File: src/rtl/collision_event_arbiter.sv
// collision_event_arbiter
//   Collects per-frame collision hits from NUM_SRC detectors, queues at most
//   one pending event per source and serialises them to a single consumer
//   over a valid/ready handshake with round-robin arbitration. A per-source
//   cooldown of whole frames keeps a long overlap from re-triggering.
//
// Ports
//   clk              system clock
//   reset            synchronous, active-high reset
//   startOfFrame     one-cycle pulse at the start of each frame
//   collisionReq     raw per-pixel overlap, one bit per source
//   eventReady       consumer accepts the offered event this cycle
//   eventValid       an event is offered
//   eventId          source index of the offered event
//   pendingMask      sources with a queued, not-yet-offered event
//   frameEventCount  events transferred in the current frame (saturating)
//   droppedEvent     one-cycle pulse when a capture is lost
module collision_event_arbiter #(
  parameter int NUM_SRC         = 4,
  parameter int ID_W            = 2,
  parameter int COOLDOWN_FRAMES = 2
) (
  input  logic               clk,
  input  logic               reset,
  input  logic               startOfFrame,
  input  logic [NUM_SRC-1:0] collisionReq,
  input  logic               eventReady,
  output logic               eventValid,
  output logic [ID_W-1:0]    eventId,
  output logic [NUM_SRC-1:0] pendingMask,
  output logic [3:0]         frameEventCount,
  output logic               droppedEvent
);

  typedef enum logic {IDLE, OFFER} state_t;

  state_t                  state_q;
  logic                    valid_q;
  logic [ID_W-1:0]         id_q;
  logic [ID_W-1:0]         rr_q;
  logic [NUM_SRC-1:0]      pending_q, pending_d;
  logic [NUM_SRC-1:0]      captured_q, captured_d;
  logic [NUM_SRC-1:0][3:0] cooldown_q, cooldown_d;
  logic [3:0]              count_q;
  logic                    dropped_q;

  logic [NUM_SRC-1:0]      capture;
  logic [NUM_SRC-1:0]      drop;
  logic [NUM_SRC-1:0]      grant_mask;
  logic                    xfer;
  logic                    found;
  logic                    hi_found;
  logic [ID_W-1:0]         hi_sel, lo_sel, sel;

  assign xfer = (state_q == OFFER) && valid_q && eventReady;

  // Round-robin pick: lowest pending index at or above the pointer,
  // otherwise wrap to the lowest pending index overall. The loop runs
  // downwards so the last assignment (lowest index) wins.
  always_comb begin
    hi_found = 1'b0;
    found    = 1'b0;
    hi_sel   = '0;
    lo_sel   = '0;
    for (int i = NUM_SRC - 1; i >= 0; i--) begin
      if (pending_q[i]) begin
        if (i >= int'(rr_q)) begin
          hi_found = 1'b1;
          hi_sel   = ID_W'(i);
        end
        found  = 1'b1;
        lo_sel = ID_W'(i);
      end
    end
    sel = hi_found ? hi_sel : lo_sel;
  end

  genvar gi;
  generate
    for (gi = 0; gi < NUM_SRC; gi++) begin : g_src
      assign grant_mask[gi] = (state_q == IDLE) && found && (sel == ID_W'(gi));

      // The frame-start clear applies before the capture test, so a hit in
      // the startOfFrame cycle belongs to the new frame.
      assign capture[gi] = collisionReq[gi]
                         && (startOfFrame || !captured_q[gi])
                         && (cooldown_q[gi] == 4'd0);

      assign captured_d[gi] = capture[gi] | (captured_q[gi] & ~startOfFrame);

      // A capture in the same cycle the source is granted re-queues it
      // instead of being counted as lost.
      assign drop[gi]      = capture[gi] & pending_q[gi] & ~grant_mask[gi];
      assign pending_d[gi] = capture[gi] | (pending_q[gi] & ~grant_mask[gi]);

      // Load on transfer takes precedence over the per-frame decrement.
      assign cooldown_d[gi] =
          (xfer && (id_q == ID_W'(gi)))           ? 4'(COOLDOWN_FRAMES) :
          (startOfFrame && cooldown_q[gi] != 4'd0) ? cooldown_q[gi] - 4'd1 :
                                                    cooldown_q[gi];
    end
  endgenerate

  always_ff @(posedge clk) begin
    if (reset) begin
      state_q    <= IDLE;
      valid_q    <= 1'b0;
      id_q       <= '0;
      rr_q       <= '0;
      pending_q  <= '0;
      captured_q <= '0;
      cooldown_q <= '0;
      count_q    <= 4'd0;
      dropped_q  <= 1'b0;
    end else begin
      captured_q <= captured_d;
      pending_q  <= pending_d;
      cooldown_q <= cooldown_d;
      dropped_q  <= |drop;

      if (startOfFrame) begin
        count_q <= xfer ? 4'd1 : 4'd0;
      end else if (xfer && count_q != 4'd15) begin
        count_q <= count_q + 4'd1;
      end

      case (state_q)
        IDLE: begin
          if (found) begin
            valid_q <= 1'b1;
            id_q    <= sel;
            state_q <= OFFER;
          end
        end
        OFFER: begin
          if (eventReady) begin
            valid_q <= 1'b0;
            state_q <= IDLE;
            if (id_q == ID_W'(NUM_SRC - 1)) begin
              rr_q <= '0;
            end else begin
              rr_q <= id_q + 1'b1;
            end
          end
        end
        default: state_q <= IDLE;
      endcase
    end
  end

  assign eventValid      = valid_q;
  assign eventId         = id_q;
  assign pendingMask     = pending_q;
  assign frameEventCount = count_q;
  assign droppedEvent    = dropped_q;

endmodule

File: config.mk
export PLATFORM = sky130hd
export DESIGN_NAME = collision_event_arbiter
export DESIGN_NICKNAME = d
export VERILOG_FILES = /design/src/rtl/collision_event_arbiter.sv
export SDC_FILE = /design/constraint.sdc
export NUM_CORES = 1
export LEC_CHECK = 0
export CAP_MARGIN = 5
export CORE_ASPECT_RATIO = 1.2
export CORE_MARGIN = 1.5
export CORE_UTILIZATION = 55
export DETAILED_ROUTE_END_ITERATION = 8
export PLACE_DENSITY = 0.85
export SLEW_MARGIN = 20
export SYNTH_ARGS = -nofsm -noshare
export SYNTH_HDL_FRONTEND = slang
export SYNTH_SLANG_ARGS = --single-unit
File: constraint.sdc
create_clock -name clk -period 1.9 [get_ports clk]
set_input_delay 0.285 -clock clk [delete_from_list [all_inputs] [get_ports clk]]
set_output_delay 0.285 -clock clk [all_outputs]
set_load 0.05 [all_outputs]
==> results.toml <==
[floorplan]
dieArea_um2 = 3613
num_rows = 22
start_util_pct = 58.16
io_pins = 20
core_area_um2 = 3083
die_w_um = 55.12
die_y_um = 65.55

[setup_path]
cpLargestDelayFamily = "buffers and inverters"
cp-start-kind = "flip-flop"
path_buf_inv = 1
reg2reg_to = "droppedEvent$_SDFF_PP0_"
crit_type = "reg -> out"
required_ns = 1.62
cp.arrival_ns = 1.54
slowest_stage = "clkdlybuf4s50_1"
regToRegStartpoint = "pendingMask[2]$_SDFF_PP0_"
slowest_delay_ns = 0.82
r2r_cells = 4
crit_chain = "clkdlybuf4s50_1"
ff2ff_setup_slack_ns = 0.13
cp.depth = 1
path_max_fanout = 4
critPathCaptureType = "output pin"

[synth]
synth_top_area_share_pct = 39.08
synthMuxAreaShare_pct = 1.117
synth_cell_types = 41
synth_top_family_by_area = "simple AND/OR/NAND/NOR gates"
synth-main-ff-cell = "dfxtp_1"
syn-mean-instance-area_um2 = 8.662
yosysMostFrequentCell = "dfxtp_1"
synth_commonest_cells = "dfxtp_1, nor2_1, a21oi_1, inv_1, nand2_1"
synth_edf_count = 0
synth-seq-area-share_pct = 39.08
ys_seq_elements = 35
synthAdderAreaFrac_pct = 9.072
synth_area_leaders = "dfxtp_1, ha_1, nor2_1, xnor2_1, a21oi_1"
ys_warn_count = 0
synth-simple-area-share_pct = 20.17
synth_nets = 228
syn_area_um2 = 1793
synth_compound_area_share_pct = 18.00
async_reset_ff_share_pct = 0
synth_top_area_cell = "dfxtp_1"
syn-instance-count = 207
synth_xor_area_share_pct = 6.350

[timing]
tns_ns = 0
finalSetupViolCount = 0
drv_slew = 0
tightest_slew_ns = 0.5639
period_minus_slack_ns = 1.830
worst_slew_margin_rel_pct = 62.29
rsz0062_at_grt = "false"
fin_skew_ns = 0.004177
fmax_mhz = 546.5
hold_violations = 0
finalCritPeriodShare_pct = 96.30

[route]
postRouteAntennaNets = 0
drt_pass1_iterations = 4
via_per_inst = 5.509
wl_mm = 3.572
drt_iter0_markers = 40
wire_per_inst_um = 13.18
vias = 1493
drc = 0

[power]
comb_power_share_pct = 51.6
peakVddDrop_mv = 1.195
intPower_mw = 1.976
clkPwrFrac_pct = 13.0
swShare_pct = 43.91
seqPwrFrac_pct = 35.3
power_mw = 3.524
leakage_nw = 0.9104
power_switching_mw = 1.547
p_per_area_nw_per_um2 = 1675

[clock_network]
clkSinkCount = 35
htreeDepth = 2
cts-root-buf = "clkbuf_4"
cts_tree = "built"
clk_pin_slew_ns = 0.10
cts_buffers = 5
clockBufferDepth = 2
insertion_delay_ns = 0.34

[final_layout]
drive_above_1_share_pct = 10.64
nets = 255
area_growth_syn_to_layout_pct = 17.31
antennaDiodeCount = 0

[outcome]
status = "finished, final reports clean"

[worst_hold_path]
min_from = "captured_q[1]$_SDFF_PP0_"
hold_class = "reg -> reg"
min_path_cells = 2
whs_endpoint = "captured_q[1]$_SDFF_PP0_"

[flow_run]
cap_violations = 0

[placed_design]
dp_hpwl_mm = 2.634
gp_congestion = 0.8462
numPortBuffers = 19

[global_routing]
grt_usage_pct = 23.38
grt_overflow = 0
antenna_found_initial = 0
grt_pass1_vias = 1412
grt_max_degree = 17
grt_pass1_wl_mm = 6.037
## what timing repair did
item / in CTS / in global routing
endpoints found under the setup margin: 6 / 3
hold buffers: 0 / 0
setup buffers: 0 / 0
pin swaps: 0 / 0
resized for setup: 6 / 3
## how the worst max path moves through the flow
| stage | slack (ns) | start | endpoint |
|---|---|---|---|
| 3_5_place_dp | 0.07 | eventReady | frameEventCount[3]$_SDFFE_PP0P_ |
| 4_1_cts | 0.03 | pendingMask[0]$_SDFF_PP0_ | pendingMask[0] |
| 2_1_floorplan | 0.03 | pendingMask[2]$_SDFF_PP0_ | droppedEvent$_SDFF_PP0_ |
| 6_report | 0.07 | frameEventCount[1]$_SDFFE_PP0P_ | frameEventCount[1] |
| 5_1_grt | 0.007 | rr_q[1]$_SDFFE_PP0P_ | droppedEvent$_SDFF_PP0_ |
| 3_3_place_gp | 0.15 | eventReady | frameEventCount[3]$_SDFFE_PP0P_ |
## state kept, by name, indices dropped and copies added (netlist names)
signal,flops
cooldown_q,16
captured_q,4
frameEventCount,4
pendingMask,4
eventId,2
rr_q,2
droppedEvent,1
eventValid,1
state_q,1
## placed cells by master, fill, tap and decap left out, types with 6 or more instances in the layout
cell             instances
a21oi_1                 17
buf_4                    8
clkdlybuf4s50_1         10
dfxtp_1                 33
dlygate4sd2_1            6
ha_1                    13
inv_1                   17
nand2_1                 14
nand3_1                  8
nor2_1                  31
nor3_1                   6
xnor2_1                 12
## stage by stage
stage	util [%]	hold slack [ns]	setup slack, ns	area (µm²)	cells
floorplan	-	0.4208	0.02583	1795	207
global placement	66.07	0.4670	0.1524	2037	263
detailed placement	66.07	0.4717	0.07477	2037	263
CTS	68.06	0.4878	0.02544	2098	271
global route	68.22	0.5131	0.007020	2103	271
finish	68.22	0.4915	0.07026	2103	271
## layout make-up
type / instances / area [µm²]
inverters: 18 / 67.56
well taps: 36 / 45.04
clock buffers: 8 / 68.82
flip-flops and latches: 35 / 703.2
fillers: 264 / 979.7
multi-input cells: 148 / 980.9
repair buffers: 26 / 237.7
## power groups by stage
stage / Sequential [mW] / Combinational (mW) / Clock [mW]
6_report: 1.25 / 1.82 / 0.460
5_1_grt: 1.28 / 2.03 / 0.511
4_1_cts: 1.24 / 1.81 / 0.480
3_5_place_dp: 1.25 / 1.82 / 0
3_3_place_gp: 1.25 / 1.78 / 0
2_1_floorplan: 1.44 / 1.18 / 0
## per-layer routing
layer / GRT usage, % / vias up / part of all wire [%]
met4: 10.37 / 0 / 2.5
li1: - / 771 / -
met1: 29.57 / 677 / 46
met3: 7.500 / 10 / 5.3
met2: 35.57 / 35 / 46
met5: 0 / - / 0
## cells by family after synthesis
family,count (synthesis)
flops,35
buf+inv,24
simple gates,75
fa+ha+maj,13
mux,2
xor+xnor,13
compound gates,45
(Power assumes the default switching activity.)
